==> src/rtl/hazard_sequencer_pkg.sv <==
// Shared definitions for the hazard sequencer: control-word layout, register
// index width, FSM state encoding and the load-use detection helper.
package hazard_sequencer_pkg;

  localparam int REG_W             = 5;
  localparam int CONTROL_SIZE      = 8;
  localparam int CTRL_MEMREAD_BIT  = 3;
  localparam int CTRL_BRANCH_BIT   = 5;
  localparam int CTRL_REGWRITE_BIT = 6;

  typedef enum logic [0:0] {
    ST_RUN  = 1'b0,
    ST_WAIT = 1'b1
  } seq_state_e;

  // A load in EX whose destination feeds a source of the instruction in ID; $zero never hazards.
  function automatic logic is_load_use(
    input logic             ex_mem_read,
    input logic [REG_W-1:0] ex_rt,
    input logic [REG_W-1:0] id_rs,
    input logic [REG_W-1:0] id_rt,
    input logic             id_uses_rt
  );
    return ex_mem_read && (ex_rt != 5'd0) &&
           ((ex_rt == id_rs) || (id_uses_rt && (ex_rt == id_rt)));
  endfunction

endpackage

==> src/rtl/hazard_sequencer_stats.sv <==
// Saturating event counter with enable and synchronous clear, used for the
// optional statistics outputs of hazard_sequencer.
module hazard_stats_counter #(
  parameter int W = 16
) (
  input  logic         clk,
  input  logic         rst_n,
  input  logic         clr_i,
  input  logic         en_i,
  output logic [W-1:0] count_o
);

  logic [W-1:0] count_q;
  logic [W-1:0] count_d;

  // Next count: clear wins, otherwise increment until all-ones.
  always_comb begin
    count_d = count_q;
    if (clr_i) begin
      count_d = '0;
    end else if (en_i && (count_q != {W{1'b1}})) begin
      count_d = count_q + W'(1);
    end else begin
      count_d = count_q;
    end
  end

  // Count register.
  always_ff @(posedge clk or negedge rst_n) begin
    if (!rst_n) begin
      count_q <= '0;
    end else begin
      count_q <= count_d;
    end
  end

  assign count_o = count_q;

endmodule

==> src/rtl/hazard_sequencer.sv <==
// Pipeline sequencing controller: load-use bubble insertion and fetch freeze
// while a branch resolves. Define HAZARD_STATS_EN to add statistics counters.
module hazard_sequencer
  import hazard_sequencer_pkg::*;
#(
  parameter int MAX_WAIT = 4,
  parameter int WAIT_W   = 3
`ifdef HAZARD_STATS_EN
  ,
  parameter int STAT_W   = 16
`endif
) (
  input  logic             clk,
  input  logic             rst_n,
  input  logic             ext_stall,
  input  logic [REG_W-1:0] id_rs,
  input  logic [REG_W-1:0] id_rt,
  input  logic             id_uses_rt,
  input  logic             id_is_branch,
  input  logic             ex_mem_read,
  input  logic [REG_W-1:0] ex_rt,
  input  logic             mem_branch_valid,
  input  logic             mem_branch_taken,
  output logic             pc_write,
  output logic             ifid_write,
  output logic             ifid_flush,
  output logic             ctrl_bubble,
  output logic             busy,
  output logic             wait_timeout
`ifdef HAZARD_STATS_EN
  ,
  output logic [STAT_W-1:0] stat_stall,
  output logic [STAT_W-1:0] stat_wait,
  output logic [STAT_W-1:0] stat_taken
`endif
);

  localparam logic [WAIT_W-1:0] LAST_CNT = WAIT_W'(MAX_WAIT - 1);

  seq_state_e        state_q, state_d;
  logic [WAIT_W-1:0] cnt_q, cnt_d;
  logic              timeout_q, timeout_d;
  logic              load_use_s;

  assign load_use_s = is_load_use(ex_mem_read, ex_rt, id_rs, id_rt, id_uses_rt);

  // State, wait counter and sticky timeout flag.
  always_ff @(posedge clk or negedge rst_n) begin
    if (!rst_n) begin
      state_q   <= ST_RUN;
      cnt_q     <= '0;
      timeout_q <= 1'b0;
    end else begin
      state_q   <= state_d;
      cnt_q     <= cnt_d;
      timeout_q <= timeout_d;
    end
  end

  // Next state; a branch in ID yields to a concurrent load-use stall.
  always_comb begin
    state_d   = state_q;
    cnt_d     = cnt_q;
    timeout_d = timeout_q;
    if (ext_stall) begin
      state_d = state_q;
    end else begin
      case (state_q)
        ST_RUN: begin
          if (!load_use_s && id_is_branch) begin
            state_d = ST_WAIT;
            cnt_d   = '0;
          end else begin
            state_d = ST_RUN;
          end
        end
        ST_WAIT: begin
          if (mem_branch_valid) begin
            state_d = ST_RUN;
            cnt_d   = '0;
          end else if (cnt_q == LAST_CNT) begin
            state_d   = ST_RUN;
            cnt_d     = '0;
            timeout_d = 1'b1;
          end else begin
            cnt_d = cnt_q + WAIT_W'(1);
          end
        end
        default: begin
          state_d = ST_RUN;
          cnt_d   = '0;
        end
      endcase
    end
  end

  // Pipeline controls; a flush always writes the NOP into IF/ID.
  always_comb begin
    pc_write    = 1'b1;
    ifid_write  = 1'b1;
    ifid_flush  = 1'b0;
    ctrl_bubble = 1'b0;
    busy        = (state_q == ST_WAIT);
    if (!rst_n) begin
      busy = 1'b0;
    end else if (ext_stall) begin
      pc_write   = 1'b0;
      ifid_write = 1'b0;
    end else begin
      case (state_q)
        ST_RUN: begin
          if (load_use_s) begin
            pc_write    = 1'b0;
            ifid_write  = 1'b0;
            ctrl_bubble = 1'b1;
          end else if (id_is_branch) begin
            pc_write   = 1'b0;
            ifid_flush = 1'b1;
          end else begin
            pc_write = 1'b1;
          end
        end
        ST_WAIT: begin
          pc_write    = mem_branch_valid || (cnt_q == LAST_CNT);
          ifid_flush  = 1'b1;
          ctrl_bubble = 1'b1;
        end
        default: begin
          pc_write = 1'b1;
        end
      endcase
    end
  end

  assign wait_timeout = timeout_q;

`ifdef HAZARD_STATS_EN
  logic run_live_s, wait_live_s;
  assign run_live_s  = !ext_stall && (state_q == ST_RUN);
  assign wait_live_s = !ext_stall && (state_q == ST_WAIT);

  hazard_stats_counter #(.W(STAT_W)) u_stat_stall (
    .clk(clk), .rst_n(rst_n), .clr_i(1'b0),
    .en_i(run_live_s && load_use_s), .count_o(stat_stall)
  );
  hazard_stats_counter #(.W(STAT_W)) u_stat_wait (
    .clk(clk), .rst_n(rst_n), .clr_i(1'b0),
    .en_i(wait_live_s), .count_o(stat_wait)
  );
  hazard_stats_counter #(.W(STAT_W)) u_stat_taken (
    .clk(clk), .rst_n(rst_n), .clr_i(1'b0),
    .en_i(wait_live_s && mem_branch_valid && mem_branch_taken), .count_o(stat_taken)
  );
`endif

endmodule
==> config.mk <==
export PLATFORM = sky130hd
export DESIGN_NAME = hazard_sequencer
export DESIGN_NICKNAME = d
export VERILOG_FILES = /design/src/rtl/hazard_sequencer_pkg.sv /design/src/rtl/hazard_sequencer_stats.sv /design/src/rtl/hazard_sequencer.sv
export SDC_FILE = /design/constraint.sdc
export NUM_CORES = 1
export LEC_CHECK = 0
export CORE_AREA = 2 2 39 41
export DETAILED_ROUTE_END_ITERATION = 6
export DIE_AREA = 0 0 41 43
export HOLD_SLACK_MARGIN = 0.15
export PLACE_DENSITY = 0.8
export SYNTH_ARGS = -nofsm -noshare
export SYNTH_HDL_FRONTEND = slang
export SYNTH_HIERARCHICAL = 1
export SYNTH_SLANG_ARGS = --single-unit
==> constraint.sdc <==
create_clock -name clk -period 2.35 [get_ports clk]
set_input_delay 0.47 -clock clk [delete_from_list [all_inputs] [get_ports clk]]
set_output_delay 0.47 -clock clk [all_outputs]
set_load 0.01 [all_outputs]
==> run_results.csv <==
group,metric,value,unit
outcome,outcome,"completed",
clock_network,cts.sinks,5,
floorplanning,die-width,41,µm
place,routabilityCongestion,0.7112,
pwr,vdd_drop_max,0.0001891,V
clock_network,cts_inserted_buffers,3,
layout,n_fill_cell,129,
synth,synth_cell_types,24,
synth,syn_nets,77,
floorplanning,dieArea,0.001763,mm²
pwr,pwr-share-clk,0.238,
global_route,antenna_found_initial,0,
sta,slew_headroom,0.8025,
pwr,power,0.4306,mW
clock_network,holdBufCountCts,0,
route,drc,0,
sta,tightestPinTransition,0.2953,ns
route,drt-total-wl,1502,µm
route,vias_per_cell,4.967,
synth,synthAdderAreaFrac,0.02874,
pwr,sequentialPowerShare,0.284,
route,first_iter_violations,2,
global_route,overflow,0,
floorplanning,core,0.001384,mm²
sta,fin_crit_sh,0.9820,
global_route,grt_pass1_vias,650,
synth,synthSimpleGateAreaFrac,0.2328,
clock_network,path_clk_slew,0.04,ns
critical_path,critical_path_class,"primary input to output port",
pwr,power.leakage,0.4487,nW
critical_path,worst_r2r_startpoint,"state_q$_DFFE_PN0N_",
critical_path,r2r_end,"cnt_q[1]$_DFFE_PN0P_",
pwr,share_comb_of_total_power,0.478,
critical_path,path_max_fanout,2,
synth,synthMuxAreaShare,0,
min_path,holdPathStages,1,
synth,synth_top_family_by_area,"simple AND/OR/NAND/NOR gates",
layout,drive_gt1_frac,0.3846,
layout,regArea,125.1,µm²
pwr,p_per_area,476.7,mW/mm²
synth,yosys.area.top_type,"dfrtp_1",
sta,max_freq,433.3,MHz
global_route,grt_first_pass_wirelength,2394,µm
place,dpl.cell_count,108,
place,portBuffers,27,
critical_path,worst_setup_path_start_kind,"primary input",
floorplanning,rows,14,
synth,synth.area.top_cells,"dfrtp_1 (29%), xnor2_1 (20%), nand2_1 (4.3%), nand2b_1 (4.3%), o21ai_0 (3.4%)",
synth,synth-seq-cells,5,
clock_network,clock_path_buffers,2,
layout,area_growth,107.5,%
synth,synthXorXnorAreaFrac,0.2011,
critical_path,worstSetupEndpointType,"output port",
layout,multi_input_area,331.6,µm²
route,drtPass1Iterations,3,
min_path,holdCritStartpoint,"wait_timeout$_DFFE_PN0P_",
pwr,switching_share,0.3306,
route,wl_per_cell,12.52,µm
critical_path,required,1.88,ns
synth,yosysSeqAreaShare,0.2874,
sta,hold_viol_final,0,
synth,synth_cells,53,
route,final_antenna_net_count,0,
critical_path,ff2ff_setup_slack,0.52,ns
sta,slew_violations,0,
layout,final_nets,129,
global_route,grt_max_degree,9,
clock_network,h-tree-depth,1,
clock_network,root_buffer,"clkbuf_4",
global_route,grt_usage,0.2034,
floorplanning,io_pins,29,
min_path,min_path_type,"register to register",
clock_network,clock_latency,0.25,ns
sta,finalSetupViolations,0,
pwr,p_int,0.2883,mW
layout,n_antenna_cell,0,
layout,stdcell_count,120,
pwr,p_switching,0.1423,mW
clock_network,cts_tree,"built",
layout,mostFrequentLayoutCell,"buf_4",
synth,yosysTopAreaCellShare,0.2874,
min_path,min_to,"wait_timeout$_DFFE_PN0P_",
floorplanning,start_util,0.3146,
floorplanning,fp.dieH,43,µm
sta,rsz0062_at_grt,"yes",
layout,final_cell_mix,"buf_4 (18), dlygate4sd2_1 (10), xnor2_1 (8), clkdlybuf4s50_1 (8), buf_2 (6)",
synth,synth_area_per_cell,8.215,µm²
synth,netlist_area,435.4,µm²
sta,fin_skew,0.005745,ns
synth,synth_compound_area_frac,0.2155,
place,dp_hpwl,1101,µm
critical_path,cp-startpoint,"ex_rt[3]",
run,cap_violations,0,
route,vias,596,
synth,ys_warn_count,6,
sta,min_period,2.308,ns
critical_path,arrival,1.84,ns
critical_path,reg2regPathDepth,10,
==> state kept, by name, summed over array words and instances, names as in the netlist <==
signal	flops
wait_timeout	1
state_q	1
cnt_q	3
==> metrics by stage <==
step           setup TNS [ns]  instance area [µm²]    util  setup slack, ns  hold WS, ns
6_report                    0                903.4  0.6528          0.04238       0.4564
5_1_grt              -0.02927                903.4  0.6528         -0.02237       0.4787
4_1_cts                     0                880.8  0.6365          0.02056       0.4626
3_5_place_dp           -2.699                815.8  0.5895          -0.7915       0.4548
3_3_place_gp           -2.495                815.8  0.5895          -0.7270       0.4412
2_1_floorplan               0                435.4       -           0.1964       0.1744
==> worst max-delay path, stage by stage <==
cell and delay [ns]:
buf_6 0.09, or4_4 0.52, o21a_1 0.23, a311oi_2 0.25
and2_1 0.16, buf_2 0.12
==> Yosys cell counts (all sizes together) <==
library cell / count
o21a: 1
inv: 4
a21o: 2
xnor2: 10
nor3: 1
or3: 1
nor2b: 1
o22a: 1
ha: 1
nand2b: 3
dfrtp: 5
or4: 1
a21oi: 1
o21ai: 3
a311oi: 1
a211oi: 1
nor2: 4
nand4: 1
nand3: 1
and2: 2
o22ai: 1
a21boi: 1
nand2: 5
a31oi: 1
==> logic make-up (layout without fill, tap and decap cells) <==
kind of cell,count (synthesis),after routing
simple gates,20,20
compound gates,13,13
fa+ha+maj,1,1
buf+inv,4,55
flops,5,5
xor+xnor,10,10
==> power by group through the flow <==
| stage | Clock [mW] | Combinational (mW) | Sequential, mW |
|---|---|---|---|
| after floorplan | 0 | 0.0727 | 0.123 |
| after global placement | 0 | 0.176 | 0.123 |
| after detailed placement | 0 | 0.181 | 0.124 |
| after global routing | 0.118 | 0.224 | 0.125 |
| after CTS | 0.106 | 0.199 | 0.123 |
| final | 0.103 | 0.206 | 0.122 |
==> area by class of cell <==
class	count	area share
Timing Repair Buffer	47	0.4252
Multi-Input combinational cell	44	0.3670
Sequential cell	5	0.1385
Clock buffer	3	0.02493
Tap cell	16	0.02216
Inverter	4	0.01662
Clock inverter	1	0.005540
==> worst max-delay path by stage <==
stage / to / cells past startpoint
6_report: ifid_flush / 6
4_1_cts: ifid_flush / 6
5_1_grt: ifid_flush / 6
3_3_place_gp: ifid_flush / 6
2_1_floorplan: ifid_flush / 4
3_5_place_dp: ifid_flush / 6
==> repair_timing <==
action                     CTS  global route
pin swaps                   15             1
buffers inserted             8             1
setup endpoints to repair    4             5
gates cloned                 0             0
resized for setup           49             6
==> per-layer routing <==
metal,track usage,wire length [µm]
met2,0.4031,906
met3,0.03665,93
met1,0.1757,475
met4,0.08000,26
met5,0,0
(Power assumes the default switching activity.)
